File: src/rtl/id_ex_operand_stage.sv
// ID/EX pipeline register with EX/MEM and MEM/WB operand forwarding,
// load-use hazard detection, downstream hold and flush.
module id_ex_operand_stage (
    input  logic        clk,
    input  logic        reset,
    input  logic        id_valid,
    input  logic [3:0]  id_funct_c,
    input  logic [4:0]  id_rs,
    input  logic [4:0]  id_rt,
    input  logic [4:0]  id_rd,
    input  logic [31:0] id_rs_data,
    input  logic [31:0] id_rt_data,
    input  logic [31:0] id_imm,
    input  logic        id_alu_src,
    input  logic        id_reg_write,
    input  logic        id_mem_read,
    input  logic [4:0]  exmem_rd,
    input  logic        exmem_reg_write,
    input  logic [31:0] exmem_result,
    input  logic [4:0]  memwb_rd,
    input  logic        memwb_reg_write,
    input  logic [31:0] memwb_result,
    input  logic        flush,
    input  logic        ex_stall,
    output logic [3:0]  funct_c,
    output logic [31:0] a,
    output logic [31:0] b,
    output logic        ex_valid,
    output logic        ex_reg_write,
    output logic        ex_mem_read,
    output logic [4:0]  ex_rd,
    output logic        stall_id
);

    localparam int unsigned DATA_W = 32;
    localparam int unsigned REG_W  = 5;
    localparam int unsigned FUNC_W = 4;

    logic              valid_q;
    logic [FUNC_W-1:0] funct_q;
    logic [REG_W-1:0]  rs_q;
    logic [REG_W-1:0]  rt_q;
    logic [REG_W-1:0]  rd_q;
    logic [DATA_W-1:0] rs_data_q;
    logic [DATA_W-1:0] rt_data_q;
    logic [DATA_W-1:0] imm_q;
    logic              alu_src_q;
    logic              reg_write_q;
    logic              mem_read_q;

    logic [DATA_W-1:0] fwd_rs;
    logic [DATA_W-1:0] fwd_rt;

    // EX/MEM beats MEM/WB; register 0 is never forwarded.
    function automatic logic [DATA_W-1:0] forward(
        input logic [REG_W-1:0]  src,
        input logic [DATA_W-1:0] stored,
        input logic [REG_W-1:0]  em_rd,
        input logic              em_we,
        input logic [DATA_W-1:0] em_res,
        input logic [REG_W-1:0]  mw_rd,
        input logic              mw_we,
        input logic [DATA_W-1:0] mw_res
    );
        logic [DATA_W-1:0] v;
        v = stored;
        if (em_we && (em_rd != REG_W'(0)) && (em_rd == src)) begin
            v = em_res;
        end else if (mw_we && (mw_rd != REG_W'(0)) && (mw_rd == src)) begin
            v = mw_res;
        end
        return v;
    endfunction

    always_comb begin
        fwd_rs = forward(rs_q, rs_data_q, exmem_rd, exmem_reg_write, exmem_result,
                         memwb_rd, memwb_reg_write, memwb_result);
        fwd_rt = forward(rt_q, rt_data_q, exmem_rd, exmem_reg_write, exmem_result,
                         memwb_rd, memwb_reg_write, memwb_result);
    end

    always_comb begin
        a = fwd_rs;
        b = alu_src_q ? imm_q : fwd_rt;
    end

    // Load in EX whose destination feeds the instruction waiting in ID.
    always_comb begin
        stall_id = valid_q && mem_read_q && (rd_q != REG_W'(0)) && id_valid &&
                   ((rd_q == id_rs) || (rd_q == id_rt)) && !ex_stall;
    end

    always_ff @(posedge clk) begin
        if (reset || flush || (!ex_stall && stall_id)) begin
            valid_q     <= 1'b0;
            funct_q     <= FUNC_W'(0);
            rs_q        <= REG_W'(0);
            rt_q        <= REG_W'(0);
            rd_q        <= REG_W'(0);
            rs_data_q   <= DATA_W'(0);
            rt_data_q   <= DATA_W'(0);
            imm_q       <= DATA_W'(0);
            alu_src_q   <= 1'b0;
            reg_write_q <= 1'b0;
            mem_read_q  <= 1'b0;
        end else if (ex_stall) begin
            // Capture forwarded values so producers retiring during the hold are not lost.
            rs_data_q <= fwd_rs;
            rt_data_q <= fwd_rt;
        end else begin
            valid_q     <= id_valid;
            funct_q     <= id_funct_c;
            rs_q        <= id_rs;
            rt_q        <= id_rt;
            rd_q        <= id_rd;
            rs_data_q   <= id_rs_data;
            rt_data_q   <= id_rt_data;
            imm_q       <= id_imm;
            alu_src_q   <= id_alu_src;
            reg_write_q <= id_reg_write && id_valid;
            mem_read_q  <= id_mem_read && id_valid;
        end
    end

    always_comb begin
        funct_c      = funct_q;
        ex_valid     = valid_q;
        ex_reg_write = reg_write_q;
        ex_mem_read  = mem_read_q;
        ex_rd        = rd_q;
    end

endmodule

File: config.mk
export PLATFORM = sky130hd
export DESIGN_NAME = id_ex_operand_stage
export DESIGN_NICKNAME = d
export VERILOG_FILES = /design/src/rtl/id_ex_operand_stage.sv
export SDC_FILE = /design/constraint.sdc
export NUM_CORES = 1
export LEC_CHECK = 0
export ABC_AREA = 1
export CAP_MARGIN = 20
export CORE_MARGIN = 1
export CORE_UTILIZATION = 55
export CTS_BUF_LIST = sky130_fd_sc_hd__clkbuf_4
export DETAILED_ROUTE_END_ITERATION = 10
export DONT_BUFFER_PORTS = 1
export PLACE_DENSITY = 0.68
export REMOVE_ABC_BUFFERS = 1
export SLEW_MARGIN = 10
export SYNTH_ARGS = -nofsm -noshare
export SYNTH_HDL_FRONTEND = slang
export SYNTH_SLANG_ARGS = --single-unit
File: constraint.sdc
create_clock -name clk -period 2.1 [get_ports clk]
set_input_delay 0.315 -clock clk [delete_from_list [all_inputs] [get_ports clk]]
set_output_delay 0.315 -clock clk [all_outputs]
set_load 0.01 [all_outputs]
Word-level counts from Yosys, hierarchy flattened
Index checks and enable logic that the tools add are counted.

Equal/unequal tests: 6. Multiplexer cells: 7. Reduce and logical (&&, ||, !) cells: 21.

Operators with widths (count): 32-bit 2-to-1 mux (7); 5-bit equality test (6); 5-bit nonzero test (3); 1-bit logical AND (14); 1-bit logical OR (3); 1-bit logical NOT (1).

Flip-flop bits (word level): 119. Input bits: 199.

Longest topological paths before layout
Gate-level depths: netlist of run 1.

Depth after elaboration: 7. Depth in mapped cells: 13.

Worst setup path after synthesis of run 1
OpenSTA, ideal clock, no wires.

Path kind: flip-flop to output port. Start: reg rt_q[0]. End: out b[10]. Data arrival time: 1.337 ns. Slack: 0.448 ns. Stages on the path, launching flop included: 11. Buffers on the path: 1. Path through: dfxtp_1 > xnor2_1 > nand2_1 > nor2_2 > nand3_2 > buf_6 > nand2_1 > nand3_1 > nand2_1 > nand2_1 > nand2_1.

Cells in the longest elaborated chain, start to end: 5. Elaborated cells on any way between the ends: 7.

Ends and longest elaborated chain: start, declared (line 42) `logic [REG_W-1:0] rt_q;`; start signal, assigned (line 114) `rt_q <= id_rt;`; 5-bit equality test (line 69) `end else if (mw_we && (mw_rd != REG_W'(0)) && (mw_rd == src)) begin`; 1-bit logical AND (line 69); 32-bit 2-to-1 mux (line 69); 32-bit 2-to-1 mux * (line 67) `if (em_we && (em_rd != REG_W'(0)) && (em_rd == src)) begin`; 32-bit 2-to-1 mux * (line 84) `b = alu_src_q ? imm_q : fwd_rt;`; end, declared (line 27) `output logic [31:0] b,`.

Mark *: on every way between the ends. The rest lies on a longest branch, timed or not.

Worst setup path in the final report of run 1
Start: reg rt_q[0]. End: out b[30].

Same word-level chain as after synthesis.

==> flow_summary.json, run 1 <==
{
  "die_w_microns": 119,
  "io_pins": 276,
  "tightest_slew_ns": 0.578,
  "grt_pass1_vias": 8848,
  "via_per_inst": 5.66,
  "overflow": 0,
  "finalPower_uw": 5480,
  "maxCapViolCount": 0,
  "antenna_found_initial": 0,
  "core_sq_um": 13300,
  "internal_power_uw": 3770,
  "max_stage_delay_ns": 0.36,
  "synth.area.top_cells": "dfxtp_1 (32%), nand2_1 (21%), nand3_1 (15%)",
  "grt_util_all_layers_pct": 38.4,
  "syn_to_final_growth_pct": 44.8,
  "dr_total_vias": 9266,
  "p_leak_uw": 0.00546,
  "synth.most_common_cell": "nand2_1",
  "holdPathStages": 4,
  "multi_input_area_sq_um": 4940,
  "period_needed_ns": 2.40,
  "cp_top_family": "simple AND/OR/NAND/NOR gates",
  "path_max_fanout": 32,
  "fin_worst_skew_ns": 0.0153,
  "ir_drop_mv": 0.474,
  "violations": "negative setup slack",
  "pwr-share-comb_pct": 24.5,
  "clock-sinks": 119,
  "yosys_most_used_dff": "dfxtp_1",
  "cp_slowest_cell": "dfxtp_2",
  "rsz0062_at_grt": "true",
  "grt_max_degree": 100,
  "path_clk_slew_ns": 0.11,
  "drive_gt1_share_pct": 19.2,
  "max_slew_margin_pct": 61.5,
  "cp_common_cell": "nand2_1",
  "io_buffers": 0,
  "cts.root.buffer_cell": "clkbuf_4",
  "tns_ns": -16.90,
  "dieArea_sq_um": 14200,
  "place_congestion": 0.828,
  "htree_levels": 4,
  "clockBufferDepth": 2,
  "swShare_pct": 31.1,
  "ant_nets": 0,
  "hold_viol_final": 0,
  "drc_errors": 0,
  "worstHoldEndpoint": "rs_data_q[7]",
  "clkPwrFrac_pct": 31.8,
  "totalWireLength_microns": 28600,
  "r2r-end": "rs_data_q[31]",
  "drt_pass1_iterations": 8,
  "drt_iter0_drc": 840,
  "report.final.slew_viol_count": 0,
  "power_density_nw_per_um2": 502,
  "synth_top_area_share_pct": 31.6,
  "holdCritPathClass": "in -> reg",
  "final_nets": 1647,
  "setup_violations": 78,
  "syn_inst": 1292,
  "min_from": "id_rs_data[7]",
  "fp-row-count": 42,
  "cts_tree": "done",
  "hpwlAfterDp_microns": 15400,
  "hold_slack_ns": 0.0492,
  "arrival_ns": 2.09,
  "wl_per_cell_microns": 17.5,
  "power_frac_seq_pct": 43.6,
  "synth_seq_cells": 119,
  "avgSynthCellArea_sq_um": 5.84,
  "cts-buffers-inserted": 17,
  "period_share_pct": 114,
  "reg2reg_depth": 13,
  "synth_edf_count": 0,
  "timing.fmax_ghz": 0.416,
  "cp-end-kind": "primary output",
  "fill_cells": 901,
  "yosysTopAreaCell": "dfxtp_1",
  "timing.critical_path.buf_inv": 1,
  "crit_required_ns": 1.78,
  "seq_area_sq_um": 2400,
  "p_sw_uw": 1700,
  "grt_pass1_wl_microns": 43100,
  "yosysSeqAreaShare_pct": 31.6,
  "netlist_area_sq_um": 7540,
  "cp-start-kind": "flop",
  "synth.distinct_cells": 22,
  "start_util_pct": 56.7,
  "ys_top_cells_by_count": "nand2_1 (415), nand3_1 (230), inv_1 (172)",
  "reg2reg_slack_ns": -0.21,
  "critPathKind": "reg -> out",
  "status": "complete, but fails checks",
  "antenna_cells": 0,
  "yosys_warnings": 0,
  "die_h_microns": 119,
  "final.setup.worst_slack_ns": -0.302,
  "worstPathCellList": "xnor2_1, nand2_1, nor2_4, nand3_2, buf_12, nand2_1, nand3_2, nand2_1, nand2_1, nand2_2",
  "clock_latency_ns": 0.55,
  "r2r_start": "rs_q[3]",
  "synthArstFlopShare_pct": 0
}
[worst max path at each step]
stage,start,endpoint,slack [ns],depth (start not counted)
2_1_floorplan,ex_stall,rs_data_q[0],-1.24,10
6_report,rt_q[0],b[30],-0.30,10
3_5_place_dp,memwb_rd[4],b[23],0.24,11
4_1_cts,rt_q[1],b[3],-0.26,9
5_1_grt,rt_q[0],b[13],-0.43,9
3_3_place_gp,rt_q[4],b[23],0.23,8
[tightest hold or removal path, cell delays in order]
cell	delay, ns
nor2_1	0.03
nor2_1	0.11
nand2_1	0.07
inv_1	0.05
[power by group through the flow]
stage | sequential (uW) | combinational [uW] | clock (uW)
floorplan | 2430 | 573 | 0
global placement | 2430 | 801 | 0
detailed placement | 2440 | 810 | 0
CTS | 2380 | 1220 | 1760
global route | 2400 | 1440 | 1870
finish | 2390 | 1340 | 1740
[timing repair]
| action | in CTS | in global routing |
|---|---|---|
| setup endpoints to repair | 64 | 106 |
| buffers inserted | 5 | 7 |
| pin swaps | 17 | 32 |
| hold buffers | 177 | 0 |
| endpoints found under the hold margin | 119 | 0 |
| gates cloned | 3 | 2 |
| gates resized for setup | 144 | 115 |
[metal layers]
metal  wire (microns)  GRT usage, %
met1            10600          42.5
met3             2710          9.20
met2            13800          66.6
met4             1420          23.2
met5                0             0
[final cells by class]
| type | instances | area share, % |
|---|---|---|
| multi-input cells | 914 | 45.3 |
| repair buffers | 222 | 22.1 |
| flip-flops and latches | 119 | 22.0 |
| inverters | 174 | 5.98 |
| well taps | 176 | 2.02 |
| clock buffers | 20 | 1.37 |
| clock inverters | 12 | 1.23 |
[placed cells by master, fill, tap and decap left out, types with 33 or more instances in the layout]
master and instances:
a21oi_1 54, dfxtp_1 110, dlygate4sd3_1 176, inv_1 169, nand2_1 316, nand2_2 78, nand3_1 162, nand3_2 63
nand4_1 33, nor2_1 142
[cells by family after synthesis]
logic type | synth area share [%]
compound gates | 3.78
xor+xnor | 2.90
buf+inv | 14.8
flops | 31.6
simple gates | 46.9
[metrics by stage]
stage	std cells	setup WS [ns]	util, %	cell area [sq um]
after detailed placement	1412	0.240	57.4	7640
after global placement	1412	0.235	57.4	7640
final	1637	-0.302	82.1	10900
after floorplan	1207	-1.24	-	7080
after global routing	1637	-0.432	82.1	10900
after CTS	1629	-0.257	77.8	10300
[registers in the layout, indices dropped and copies added (netlist names), 4 cells and up]
name	flops
rt_data_q	32
funct_c	4
rs_data_q	32
rs_q	5
ex_rd	5
rt_q	5
imm_q	32
No activity file was read; power rests on OpenSTA's default activity.
==> run 2, diff against run 1 <==
--- a/config.mk
+++ b/config.mk
@@ -5,7 +5,6 @@
 export SDC_FILE = /design/constraint.sdc
 export NUM_CORES = 1
 export LEC_CHECK = 0
-export ABC_AREA = 1
 export CAP_MARGIN = 20
 export CORE_MARGIN = 1
 export CORE_UTILIZATION = 55
==> run 2 against run 1 <==
The flow now stops in 5_1_grt. Area after synthesis up 0.55%. Synthesized cell count decreased by 23%.
==> flow_summary.json, run 2 <==
{
  "syn_inst": 1000,
  "synth.area.top_cells": "dfxtp_1 (31%), and4_1 (7.6%), o311ai_1 (7.3%)",
  "synth_top_area_share_pct": 31.4,
  "grt-worst-endpoint": "b[17]",
  "die_h_microns": 119,
  "overflow": 1396,
  "io_pins": 276,
  "toolErrorMsg": "[ERROR GRT-0232] Routing congestion too high. Check the congestion heatmap in the GUI.",
  "yosysSeqAreaShare_pct": 31.4,
  "grt_util_all_layers_pct": 105,
  "fp-row-count": 42,
  "synthArstFlopShare_pct": 0,
  "htree_levels": 4,
  "yosysTopAreaCell": "dfxtp_1",
  "preCtsSetupSlack_ns": -0.345,
  "grt_max_degree": 66,
  "yosys_warnings": 0,
  "hpwlAfterDp_microns": 16700,
  "synth_edf_count": 0,
  "endpoint_type": "output port",
  "netlist_area_sq_um": 7580,
  "place_area_sq_um": 8420,
  "place_congestion": 0.877,
  "avgSynthCellArea_sq_um": 7.58,
  "start_util_pct": 56.8,
  "yosys_most_used_dff": "dfxtp_1",
  "synth.distinct_cells": 31,
  "io_buffers": 0,
  "clockBufferDepth": 2,
  "synth.most_common_cell": "dfxtp_1",
  "cts-buffers-inserted": 17,
  "die_w_microns": 119,
  "status": "aborted with a tool error",
  "stop_stage": "5_1_grt",
  "synth_seq_cells": 119,
  "cts.root.buffer_cell": "clkbuf_4",
  "ys_top_cells_by_count": "dfxtp_1 (119), inv_1 (98), nand2_1 (96)",
  "clock-sinks": 119
}
run 2: metal layers:
metal / global-route usage, % / GRT overflow
met1: 91.8 / 14
met2: 137 / 1033
met3: 80.7 / 11
met4: 121 / 334
met5: 43.4 / 4
run 2: through the flow:
step	util, %	instances
floorplan	-	894
global placement	63.1	1172
detailed placement	63.1	1172
CTS	87.1	1427
run 2: what timing repair did:
item | in CTS
endpoints found under the setup margin | 65
buffers inserted | 40
hold buffers | 173
pin swaps | 103
gates cloned | 12
hold endpoints to repair | 119
gates resized for setup | 127
run 2: kinds of logic after synthesis:
logic type / count (synthesis) / share of synthesized area (%)
mux: 52 / 6.86
xor+xnor: 30 / 3.46
simple gates: 299 / 20.8
flops: 119 / 31.4
buf+inv: 204 / 10.6
compound gates: 296 / 26.8
==> run 3, diff against run 2 <==
--- a/config.mk
+++ b/config.mk
@@ -7,11 +7,10 @@
 export LEC_CHECK = 0
 export CAP_MARGIN = 20
 export CORE_MARGIN = 1
-export CORE_UTILIZATION = 55
-export CTS_BUF_LIST = sky130_fd_sc_hd__clkbuf_4
+export CORE_UTILIZATION = 40
 export DETAILED_ROUTE_END_ITERATION = 10
 export DONT_BUFFER_PORTS = 1
-export PLACE_DENSITY = 0.68
+export PLACE_DENSITY_LB_ADDON = 0.15
 export REMOVE_ABC_BUFFERS = 1
 export SLEW_MARGIN = 10
 export SYNTH_ARGS = -nofsm -noshare
==> run 3 against run 2 <==
The flow now finishes, with violations (negative setup slack). Synthesized cell count stayed put. Area after synthesis stayed put.
==> flow_summary.json, run 3 <==
{
  "status": "complete, but fails checks",
  "violations": "negative setup slack",
  "timing.fmax_ghz": 0.388,
  "place_congestion": 0.799,
  "avgSynthCellArea_sq_um": 7.58,
  "report.final.slew_viol_count": 0,
  "p_leak_uw": 0.00406,
  "placedCellCount": 1219,
  "synth.most_common_cell": "dfxtp_1",
  "mostFrequentLayoutCell": "dfxtp_1",
  "hold_viol_final": 0,
  "cp_slowest_cell": "dfxtp_4",
  "fin_util_pct": 59.3,
  "period_needed_ns": 2.57,
  "yosys_most_used_dff": "dfxtp_1",
  "yosysSeqAreaShare_pct": 31.4,
  "synth_top_area_share_pct": 31.4,
  "antenna_found_initial": 1,
  "path_max_fanout": 5,
  "fin_worst_skew_ns": 0.00585,
  "overflow": 0,
  "final_nets": 1262,
  "totalWireLength_microns": 31100,
  "syn_inst": 1000,
  "dieArea_sq_um": 19500,
  "power_density_nw_per_um2": 621,
  "netlist_area_sq_um": 7580,
  "timing.critical_path.buf_inv": 4,
  "critPathKind": "reg -> out",
  "clock-sinks": 119,
  "holdCritPathClass": "in -> reg",
  "drive_gt1_share_pct": 28.2,
  "ir_drop_mv": 0.565,
  "layout_common_cells": "dfxtp_1 (109), inv_1 (97), nand2_1 (96)",
  "max_slew_margin_pct": 48.9,
  "cts_hold_buf": 0,
  "drt_pass1_iterations": 5,
  "grt_pass1_vias": 7871,
  "cp-end-kind": "primary output",
  "syn_to_final_growth_pct": 42.7,
  "htree_levels": 4,
  "grt_max_degree": 122,
  "max_stage_delay_ns": 0.37,
  "cts.root.buffer_cell": "clkbuf_16",
  "worstPathCellList": "xor2_4, nor3_4, buf_12, clkbuf_16, clkbuf_16, a31oi_1, o31ai_2, o21ai_1, buf_4",
  "period_share_pct": 123,
  "cts_tree": "done",
  "clockBufferDepth": 2,
  "layoutNonFillerInstCount": 1306,
  "reg_top3": "imm_q (32), rs_data_q (32), rt_data_q (32)",
  "synth_edf_count": 0,
  "io_buffers": 0,
  "crit_required_ns": 1.78,
  "path_clk_slew_ns": 0.06,
  "cp_common_cell": "clkbuf_16",
  "tightest_slew_ns": 0.767,
  "clock_latency_ns": 0.42,
  "drc_errors": 0,
  "arrival_ns": 2.26,
  "maxCapViolCount": 0,
  "core_sq_um": 18300,
  "final.setup.worst_slack_ns": -0.475,
  "rsz0062_at_grt": "true",
  "cp-start-kind": "flop",
  "synthArstFlopShare_pct": 0,
  "drt_iter0_drc": 518,
  "synth_seq_cells": 119,
  "grt_util_all_layers_pct": 29.1,
  "via_per_inst": 6.32,
  "yosysTopAreaCell": "dfxtp_1",
  "fp-row-count": 49,
  "io_pins": 276,
  "die_h_microns": 140,
  "cp_top_family": "buffers and inverters",
  "die_w_microns": 140,
  "hpwlAfterDp_microns": 16800,
  "grt_pass1_wl_microns": 44100,
  "synth.area.top_cells": "dfxtp_1 (31%), and4_1 (7.6%), o311ai_1 (7.3%)",
  "cts-buffers-inserted": 17,
  "wl_per_cell_microns": 23.8,
  "ys_top_cells_by_count": "dfxtp_1 (119), inv_1 (98), nand2_1 (96)",
  "setup_violations": 64,
  "yosys_warnings": 0,
  "ant_nets": 0,
  "dr_total_vias": 8258,
  "start_util_pct": 41.5,
  "synth.distinct_cells": 31
}
run 3: cell families (layout without fill, tap and decap cells):
family	after synthesis	count (layout)	synth area share, %
AOI/OAI and AO/OA	296	296	26.8
xor gates and xnor gates	30	30	3.46
buffers and inverters	204	279	10.6
DFF	119	119	31.4
muxes	52	52	6.86
other	0	1	0
and+or+nand+nor	299	300	20.8
run 3: per-stage QoR:
| stage | hold slack, ns | setup TNS (ns) | setup slack [ns] | cell area, sq um | power (uW) |
|---|---|---|---|---|---|
| final | 0.0397 | -21.38 | -0.475 | 10800 | 6720 |
| after detailed placement | 0.468 | -10.52 | -0.298 | 8450 | 3370 |
| after floorplan | 0.456 | -822.68 | -6.23 | 7140 | 2960 |
| after CTS | 0.0305 | -20.48 | -0.428 | 10100 | 6620 |
| after global routing | 0.0345 | -25.70 | -0.542 | 10800 | 6930 |
| after global placement | 0.460 | -9.98 | -0.295 | 8450 | 3360 |
run 3: final timing paths:
check	start	to	slack, ns	cells past startpoint
hold reg to reg	imm_q[31]	imm_q[31]	0.49	2
hold / removal	id_rs_data[14]	rs_data_q[14]	0.04	2
setup / recovery	rt_q[4]	b[16]	-0.47	9
setup reg to reg	rs_q[3]	rs_data_q[21]	0.06	8
run 3: area by class of cell:
class | count | area (sq um)
fill | 1622 | 7440
antenna | 1 | 2.50
tap | 229 | 287
timing repair buffer | 149 | 1900
multi-input combinational | 678 | 5250
clock inverter | 13 | 155
inverter | 98 | 368
clock buffer | 19 | 443
sequential | 119 | 2410
run 3: worst register-to-register path: cells and delay by family, from the launching register on:
kind / cells / cell delay, ns
AOI/OAI and AO/OA: 2 / 0.44
and+or+nand+nor: 2 / 0.40
DFF: 1 / 0.35
xor gates and xnor gates: 1 / 0.13
buffers and inverters: 3 / 0.57
run 3: where the power goes:
part           switching, uW  total [uW]  leakage (uW)  internal (uW)
combinational            730        1310       0.00281            582
sequential              41.3        2370      0.000976           2330
clock                   1150        3040      0.000277           1890
run 3: timing repair:
item | in CTS | in global routing
pin swaps | 102 | 64
resized for setup | 109 | 120
cloned | 14 | 9
endpoints found under the hold margin | 0 | 0
setup endpoints to repair | 65 | 81
buffers inserted | 25 | 13
run 3: metal layers:
| metal | global-route usage (%) | part of all wire (%) | routed length, microns | vias up |
|---|---|---|---|---|
| li1 | - | - | - | 3799 |
| met1 | 35.8 | 40 | 12600 | 3921 |
| met2 | 47.7 | 47 | 14500 | 465 |
| met3 | 8.81 | 10 | 3220 | 73 |
| met4 | 10.4 | 2.6 | 819 | 0 |
| met5 | 0 | 0 | 0 | - |
